==> config.mk <==
export PLATFORM = sky130hd
export DESIGN_NAME = if_buffer
export DESIGN_NICKNAME = d
export VERILOG_FILES = /design/src/rtl/if_buffer_pkg.sv /design/src/rtl/if_buffer_fifo.sv /design/src/rtl/if_buffer.sv
export SDC_FILE = /design/constraint.sdc
export NUM_CORES = 1
export LEC_CHECK = 0
export CORE_MARGIN = 3
export CORE_UTILIZATION = 50
export CTS_BUF_LIST = sky130_fd_sc_hd__clkbuf_16
export CTS_CLUSTER_SIZE = 24
export DETAILED_ROUTE_END_ITERATION = 10
export PLACE_DENSITY = 0.78
export SLEW_MARGIN = 30
export SYNTH_ARGS = -nofsm -noshare
export SYNTH_HDL_FRONTEND = slang
export SYNTH_HIERARCHICAL = 1
export SYNTH_SLANG_ARGS = --single-unit
==> constraint.sdc <==
create_clock -name clk -period 11.7 [get_ports clk]
set_input_delay 2.925 -clock clk [delete_from_list [all_inputs] [get_ports clk]]
set_output_delay 2.925 -clock clk [all_outputs]
set_load 0.01 [all_outputs]
==> src/rtl/if_buffer_pkg.sv <==
// Shared constants for the instruction fetch path (fetch buffer, PC stage,
// decode), plus a sizing helper for occupancy counters.
package if_buffer_pkg;

    localparam int          INST_ADDR_W = 32;
    localparam int          INST_W      = 32;
    localparam logic [31:0] NOP_INST    = 32'h0000_0000;
    localparam logic [31:0] ZERO_WORD   = 32'h0;

    // An occupancy counter must represent 0..depth inclusive.
    function automatic int cnt_w(input int depth);
        return $clog2(depth) + 1;
    endfunction

endpackage

==> src/rtl/if_buffer_fifo.sv <==
// if_fifo: parameterised synchronous FIFO holding {pc, inst} fetch entries.
// Ports:
//   clk, rst   clock, synchronous active-high reset
//   i_push     write i_wdata at the tail
//   i_wdata    entry to write
//   i_pop      advance the head (ignored when empty)
//   i_clear    discard everything; wins over push/pop in the same cycle
//   o_count    number of stored entries
//   o_head     entry at the head (meaningful only when o_count != 0)
module if_fifo
    import if_buffer_pkg::*;
#(
    parameter int DEPTH = 2,
    parameter int W     = 64,
    localparam int PW   = $clog2(DEPTH),
    localparam int CW   = cnt_w(DEPTH)
) (
    input  logic          clk,
    input  logic          rst,
    input  logic          i_push,
    input  logic [W-1:0]  i_wdata,
    input  logic          i_pop,
    input  logic          i_clear,
    output logic [CW-1:0] o_count,
    output logic [W-1:0]  o_head
);

    logic [DEPTH-1:0][W-1:0] r_mem;
    logic [PW-1:0]           r_wr;
    logic [PW-1:0]           r_rd;
    logic [CW-1:0]           r_count;
    logic                    w_pop;

    assign w_pop   = i_pop & (r_count != '0);
    assign o_count = r_count;
    assign o_head  = r_mem[r_rd];

    // Pointers are exactly log2(DEPTH) bits, so they wrap on their own.
    always_ff @(posedge clk) begin
        if (rst || i_clear) begin
            r_wr    <= '0;
            r_rd    <= '0;
            r_count <= '0;
        end else begin
            if (i_push) r_wr <= r_wr + PW'(1);
            if (w_pop)  r_rd <= r_rd + PW'(1);
            case ({i_push, w_pop})
                2'b10:   r_count <= r_count + CW'(1);
                2'b01:   r_count <= r_count - CW'(1);
                default: r_count <= r_count;
            endcase
        end
    end

    always_ff @(posedge clk) begin
        if (i_push && !rst && !i_clear) r_mem[r_wr] <= i_wdata;
    end

    // Upstream credit accounting must never let a push land on a full FIFO.
    always_ff @(posedge clk) begin
        if (i_push && !rst && !i_clear) assert (r_count < CW'(DEPTH));
    end

endmodule

==> src/rtl/if_buffer.sv <==
// if_buffer: stage-1 instruction fetch buffer. Issues PC reads to a
// synchronous ROM, captures the returned word one cycle later, and queues
// {pc, inst} pairs for decode behind a valid/ready handshake. Credits
// (buffered + in-flight) stall the PC stage so no ROM response is dropped.
// Ports:
//   clk, rst     clock, synchronous active-high reset
//   pc_i/pc_ce_i fetch address and its valid from the PC stage
//   fetch_stall  PC stage must hold pc_i this cycle
//   rom_ce_o     ROM read enable; rom_addr_o = pc_i
//   rom_inst_i   ROM data, valid the cycle after rom_ce_o
//   flush_i      kill all buffered and in-flight fetches
//   id_valid_o/id_ready_i  decode handshake; id_pc_o/id_inst_o head entry
module if_buffer
    import if_buffer_pkg::*;
#(
    parameter int DEPTH = 2,
    parameter int AW    = INST_ADDR_W,
    parameter int DW    = INST_W
) (
    input  logic          clk,
    input  logic          rst,
    input  logic [AW-1:0] pc_i,
    input  logic          pc_ce_i,
    output logic          fetch_stall,
    output logic          rom_ce_o,
    output logic [AW-1:0] rom_addr_o,
    input  logic [DW-1:0] rom_inst_i,
    input  logic          flush_i,
    output logic          id_valid_o,
    input  logic          id_ready_i,
    output logic [AW-1:0] id_pc_o,
    output logic [DW-1:0] id_inst_o
);

    localparam int CW = cnt_w(DEPTH);

    logic             r_req_valid;
    logic [AW-1:0]    r_req_pc;
    logic [CW-1:0]    w_count;
    logic [AW+DW-1:0] w_head;
    logic             w_issue;
    logic             w_push;
    logic             w_pop;
    logic             w_valid;

    // Credits come from registered state only, deliberately ignoring
    // id_ready_i so there is no comb path from decode back to the PC stage.
    assign fetch_stall = ({1'b0, w_count} + {{CW{1'b0}}, r_req_valid}) >= (CW+1)'(DEPTH);

    // Reset also blocks issue so the ROM stays idle while rst is held.
    assign w_issue    = pc_ce_i & ~flush_i & ~rst & ~fetch_stall;
    assign rom_ce_o   = w_issue;
    assign rom_addr_o = pc_i;

    assign w_push  = r_req_valid & ~flush_i;
    assign w_valid = (w_count != '0);
    assign w_pop   = w_valid & id_ready_i;

    always_ff @(posedge clk) begin
        if (rst) begin
            r_req_valid <= 1'b0;
            r_req_pc    <= '0;
        end else if (flush_i) begin
            r_req_valid <= 1'b0;
        end else begin
            r_req_valid <= w_issue;
            if (w_issue) r_req_pc <= pc_i;
        end
    end

    if_fifo #(
        .DEPTH (DEPTH),
        .W     (AW + DW)
    ) u_fifo (
        .clk     (clk),
        .rst     (rst),
        .i_push  (w_push),
        .i_wdata ({r_req_pc, rom_inst_i}),
        .i_pop   (w_pop),
        .i_clear (flush_i),
        .o_count (w_count),
        .o_head  (w_head)
    );

    assign id_valid_o = w_valid;
    assign id_pc_o    = w_valid ? w_head[AW+DW-1:DW] : '0;
    assign id_inst_o  = w_valid ? w_head[DW-1:0]     : DW'(NOP_INST);

endmodule

==> results.txt, run 1 <==
Post-CTS Setup Bufs -> 0
# setup viols final -> 0
measured slew at the worst slew-check pin -> 0.910 ns
Post-Place Setup Slack -> 3.88 ns
synth top area cells -> edfxtp_1 55%, dfxtp_1 11%, mux2_2 10%
fill count -> 975
Max Slew Vio Count -> 0
cell taking the most area after synthesis -> edfxtp_1
Setup CP Type -> in -> out
Detail Route met2 WL -> 7000 um
DRC viols -> 0
Die Height -> 124 um
first-pass GRT wire length -> 22500 um
Num CTS Buffers -> 17
detailed-route wire length -> 14100 um
CTS tree -> yes
GRT Total Usage -> 0.185
PortBufs -> 167
# nets final -> 677
crit-path cells -> clkdlybuf4s50_1 -> nand2b_2 -> buf_4 -> nor3_1 -> clkdlybuf4s50_1
synthesized instance count -> 477
slowest CP cell -> clkdlybuf4s50_1
final hold viol count -> 0
remaining global-route overflow -> 0
Die ar. -> 0.0155 mm2
clock buffer depth -> 2
reg-to-reg startpoint -> u_fifo/o_count[0]
PwrDens -> 139 mW/mm2
CTS clk-pin slew, worst paths -> 0.06 ns
Cell Count, Final, Fillers Out -> 796
Die W -> 124 um
sum of negative setup slack -> 0 ns
Critical Path RT -> 8.78 ns
WP buf/inv -> 3
Synth Area in XOR/XNOR -> 0.00500
Ys Warns -> 6
Rows -> 42
Vias -> 4157
DR WL met3 -> 874 um
Adder-Cell Fraction of Synth Area -> 0.00178
Avg Cell Area, Syn -> 14.7 um2
largest net degree at the start of global routing -> 67
DR top layer -> met4
CP max stage delay -> 0.68 ns
initial antenna violation count -> 0
min setup slack post-route -> 3.88 ns
post-route ant nets -> 0
synth unique cells -> 30
period utilization -> 0.669
Top Family by Delay on Critical Path -> buffers and inverters
synthesized cell area -> 0.00701 mm2
Cells after DPL -> 764
outcome -> completed
most frequent cells in the layout -> 167 x clkdlybuf4s50_1, 128 x edfxtp_1, 65 x and2_1, 64 x mux2_2, 36 x dfxtp_1
boundary pin count -> 168
area delta synth->final -> 29.7%
number of synthesized register bits -> 165
Final min period -> 7.82 ns
CTS root buf -> clkbuf_16
min-delay src -> r_req_pc[29]
worst-skew pair later-pin latency -> 0.42 ns
# clock sinks -> 165
post-synthesis compound-gate area fraction -> 0.0587
H-tree depth -> 4
main combinational cell family by area after synthesis -> simple AND/OR/NAND/NOR gates
routed len/inst -> 17.7 um
Antenna diodes -> 0
core footprint -> 0.0135 mm2
crit path capture type -> primary output
FMAX -> 128 MHz
sequential-to-total area share from yosys stat -> 0.654
Slew headroom -> 0.392
syn nets -> 547
startpoint types -> input pin
Detailed Place HPWL -> 8920 um
min-delay worst type -> reg -> reg
Hold Buf Count CTS -> 0
RSZ-0062 raised after global routing -> no
critical-path maximum fanout -> 34
share of layout cells above drive strength 1 -> 0.215
mux contribution to synthesized area -> 0.103
Simple-Gate Fraction of Synth Area -> 0.109
DRT Pass-1 Iters -> 5
vias per cell -> 5.22
Resized Gates After CTS -> 0
Initial Util -> 0.521
Peak VDD IR -> 0.0000973 V
clock skew -> 0.00546 ns
GP Congestion -> 0.751
Pleak -> 3.13 nW
Arr. time, crit path -> 4.90 ns
DRT met1 WL -> 6030 um
most common cell after layout, fill and taps aside -> clkdlybuf4s50_1
vias in the first global route -> 4396
total of max-cap violations -> 0
top cell type's share of synthesized area -> 0.548
Iteration-0 DRC Markers -> 330
most used cell, CP -> clkdlybuf4s50_1
CP Launch Point -> flush_i
power by group:
part	leakage (nW)	internal [W]	switching (W)
Combinational	1.42	0.0000402	0.0000278
Clock	0.301	0.000350	0.000206
Sequential	1.41	0.000638	0.00000534
metal layers:
metal,track usage,vias to the layer above
met1,0.229,2026
met4,0.0677,0
met3,0.0540,16
met2,0.311,153
met5,0,-
li1,-,1962
sequential cells by signal, summed over array words and instances (netlist names):
| register | count |
|---|---|
| u_fifo/r_rd | 1 |
| u_fifo/o_count | 2 |
| r_req_valid | 1 |
| u_fifo/r_mem | 128 |
| u_fifo/r_wr | 1 |
| r_req_pc | 32 |
cell usage after synthesis (all sizes together):
master and number:
nand2b 1, nor3b 1, inv 3, a21boi 1, mux2 64, o21a 1
o211ai 32, xnor2 3, buf 61, ha 1, dfxtp 37, and2 65
nor2b 1, and3 1, edfxtp 128, xor2 1, nand2 32, nor4 1
or2 1, nor2 1, a21oi 1, o21ai 1, nand3 32, nor3 5
or3 1, clkbuf 1
through the flow:
stage                     cell area [um2]  utilization  hold slack (ns)  total power (W)
after floorplan                      7010            -            0.426         0.000685
after global placement               8500        0.632            0.434         0.000721
after detailed placement             8500        0.632            0.448         0.000724
after CTS                            9090        0.676            0.458          0.00128
after global routing                 9090        0.676            0.464          0.00131
final                                9090        0.676            0.460          0.00127
cell families after synthesis:
group / after synthesis
buffers and inverters: 65
adder cells (fa/ha/maj): 1
AO/OA/AOI/OAI: 36
XOR/XNOR: 4
multiplexers: 64
AND/OR/NAND/NOR: 142
flip-flops: 165
worst paths after layout:
check        slack, ns           endpoint  depth (start not counted)
max               3.88           rom_ce_o                          5
min               0.46  u_fifo/r_mem[125]                          0
max reg2reg       9.39       r_req_pc[28]                          4
min reg2reg       0.46  u_fifo/r_mem[125]                          0
layout make-up:
| cell class | count | area (um2) | area share |
|---|---|---|---|
| flip-flops and latches | 165 | 4590 | 0.504 |
| multi-input cells | 247 | 1960 | 0.216 |
| repair buffers | 173 | 1720 | 0.189 |
| clock buffers | 17 | 425 | 0.0468 |
| well taps | 176 | 220 | 0.0242 |
| clock inverters | 15 | 169 | 0.0186 |
| inverters | 3 | 11.3 | 0.00124 |
worst reg2reg max path, cell delays in order, from the launching register on:
cell and delay, ns:
dfxtp_1 0.38, a21oi_4 0.74, inv_2 0.62, o211ai_1 0.36, nand2_1 0.09
No activity file was read; power rests on OpenSTA's default activity.
==> inputs of run 2 (changes only) <==
clock period = 8.2 ns   (was 11.7 ns; I/O delays follow)
==> results.txt, run 2 (synthesis gave the netlist of run 1 again) <==
outcome -> completed
Resized Gates After CTS -> 0 (unchanged)
total of max-cap violations -> 0 (unchanged)
Die ar. -> 0.0155 mm2 (unchanged)
min setup slack post-route -> 2.46 ns (-1.41 ns)
RSZ-0062 raised after global routing -> no
DRT Pass-1 Iters -> 5 (unchanged)
# nets final -> 675 (-0.30%)
CTS root buf -> clkbuf_16
Peak VDD IR -> 0.000124 V (+28%)
routed len/inst -> 17.8 um (+0.31%)
critical-path maximum fanout -> 8 (-76%)
final hold viol count -> 0 (unchanged)
GP Congestion -> 0.715 (-4.7%)
detailed-route wire length -> 14100 um (about the same)
GRT Total Usage -> 0.184 (-0.00171)
Top reg by flops -> u_fifo/r_mem
share of layout cells above drive strength 1 -> 0.204 (-0.0106)
critical path endpoint -> rom_ce_o
post-route ant nets -> 0 (unchanged)
remaining global-route overflow -> 0 (unchanged)
largest net degree at the start of global routing -> 67 (unchanged)
Final min period -> 5.74 ns
startpoint types -> input pin
boundary pin count -> 168 (unchanged)
Setup CP Type -> in -> out
measured slew at the worst slew-check pin -> 0.967 ns (+0.0565 ns)
Cells after DPL -> 762 (-0.26%)
PortBufs -> 167 (unchanged)
worst r2r dst -> r_req_pc[31]
Detailed Place HPWL -> 8660 um (-3.0%)
CP max stage delay -> 0.63 ns (-0.05 ns)
Die W -> 124 um (unchanged)
slowest CP cell -> clkdlybuf4s50_1
area delta synth->final -> 28.5%
DRC viols -> 0 (unchanged)
most frequent cells in the layout -> 167 x clkdlybuf4s50_1, 128 x edfxtp_1, 65 x and2_1, 64 x mux2_2, 36 x dfxtp_1
CTS clk-pin slew, worst paths -> 0.06 ns (about the same)
Final Total Pwr -> 0.00170 W (+34%)
crit path capture type -> primary output
Initial Util -> 0.521 (unchanged)
r2r worst-path depth -> 4 (unchanged)
FMAX -> 174 MHz
first-pass GRT wire length -> 22700 um (+1.1%)
Iteration-0 DRC Markers -> 252 (-24%)
Max Slew Vio Count -> 0 (unchanged)
vias per cell -> 5.24 (+0.32%)
Num CTS Buffers -> 17 (unchanged)
most common cell after layout, fill and taps aside -> clkdlybuf4s50_1
Vias -> 4160 (+0.072%)
initial antenna violation count -> 0 (unchanged)
Rows -> 42 (unchanged)
Post-Place Setup Slack -> 2.46 ns (-1.43 ns)
H-tree depth -> 4 (unchanged)
core footprint -> 0.0135 mm2 (unchanged)
CTS tree -> yes
worst-skew pair later-pin latency -> 0.41 ns (about the same)
sum of negative setup slack -> 0 ns (unchanged)
period utilization -> 0.700
Slew headroom -> 0.354 (-0.0382)
Die Height -> 124 um (unchanged)
PwrDens -> 189 mW/mm2 (+36%)
Reg2Reg Setup Slack -> 5.83 ns (-3.56 ns)
# setup viols final -> 0 (unchanged)
crit-path cells -> clkdlybuf4s50_1 -> nand2b_2 -> nor3_1 -> clkdlybuf4s50_1
Antenna diodes -> 0 (unchanged)
max reg flops -> 128 (unchanged)
Hold Buf Count CTS -> 0 (unchanged)
Cell Count, Final, Fillers Out -> 794 (-0.25%)
Pleak -> 3.10 nW (-1.0%)
clock buffer depth -> 2 (unchanged)
most used cell, CP -> clkdlybuf4s50_1
reg-to-reg startpoint -> u_fifo/o_count[0]
Critical Path RT -> 6.15 ns (-2.63 ns)
vias in the first global route -> 4390 (-0.14%)
min-delay worst type -> reg -> reg
clock skew -> 0.00844 ns (+0.00298 ns)
Post-CTS Setup Bufs -> 0 (unchanged)
# clock sinks -> 165 (unchanged)
Arr. time, crit path -> 3.69 ns (-1.21 ns)
CP Launch Point -> flush_i
run 2: power by group:
part	internal [W]	leakage (nW)	switching, W	total, W
Combinational	0.0000574	1.41	0.0000399	0.0000974
Clock	0.000403	0.281	0.000285	0.000688
Sequential	0.000910	1.41	0.00000750	0.000917
Total	0.00137	3.10	0.000332	0.00170
run 2: final cells by class:
type,count,area [um2]
repair buffers,171,1700
inverters,3,11.3
well taps,176,220
flip-flops and latches,165,4590
clock inverters,15,87.6
clock buffers,17,425
fillers,995,4440
multi-input cells,247,1980
run 2: worst min path at each step:
stage / start / to / slack [ns] / cells after the start
after floorplan: r_req_pc[28] / u_fifo/r_mem[124] / 0.43 / 0
after global placement: r_req_pc[0] / u_fifo/r_mem[32] / 0.43 / 0
after detailed placement: r_req_pc[31] / u_fifo/r_mem[127] / 0.45 / 0
after CTS: r_req_pc[31] / u_fifo/r_mem[63] / 0.46 / 0
after global routing: r_req_pc[31] / u_fifo/r_mem[63] / 0.47 / 0
final: r_req_pc[0] / u_fifo/r_mem[96] / 0.46 / 0
run 2: worst max-delay path, delay by kind of cell:
kind	cells	cell delay [ns]
buffers and inverters	2	1.22
and+or+nand+nor	2	0.41
run 2: per-layer routing:
| layer | up-vias | wire length [um] | track usage |
|---|---|---|---|
| met5 | - | 0 | 0 |
| met4 | 0 | 228 | 0.0606 |
| met2 | 158 | 7100 | 0.316 |
| li1 | 1954 | - | - |
| met3 | 20 | 830 | 0.0489 |
| met1 | 2028 | 5940 | 0.226 |
run 2: per-stage QoR:
step	cell area, um2	util	hold slack (ns)
floorplan	7020	-	0.426
global placement	8500	0.632	0.433
detailed placement	8500	0.632	0.445
CTS	9010	0.670	0.459
global route	9010	0.670	0.470
finish	9010	0.670	0.456
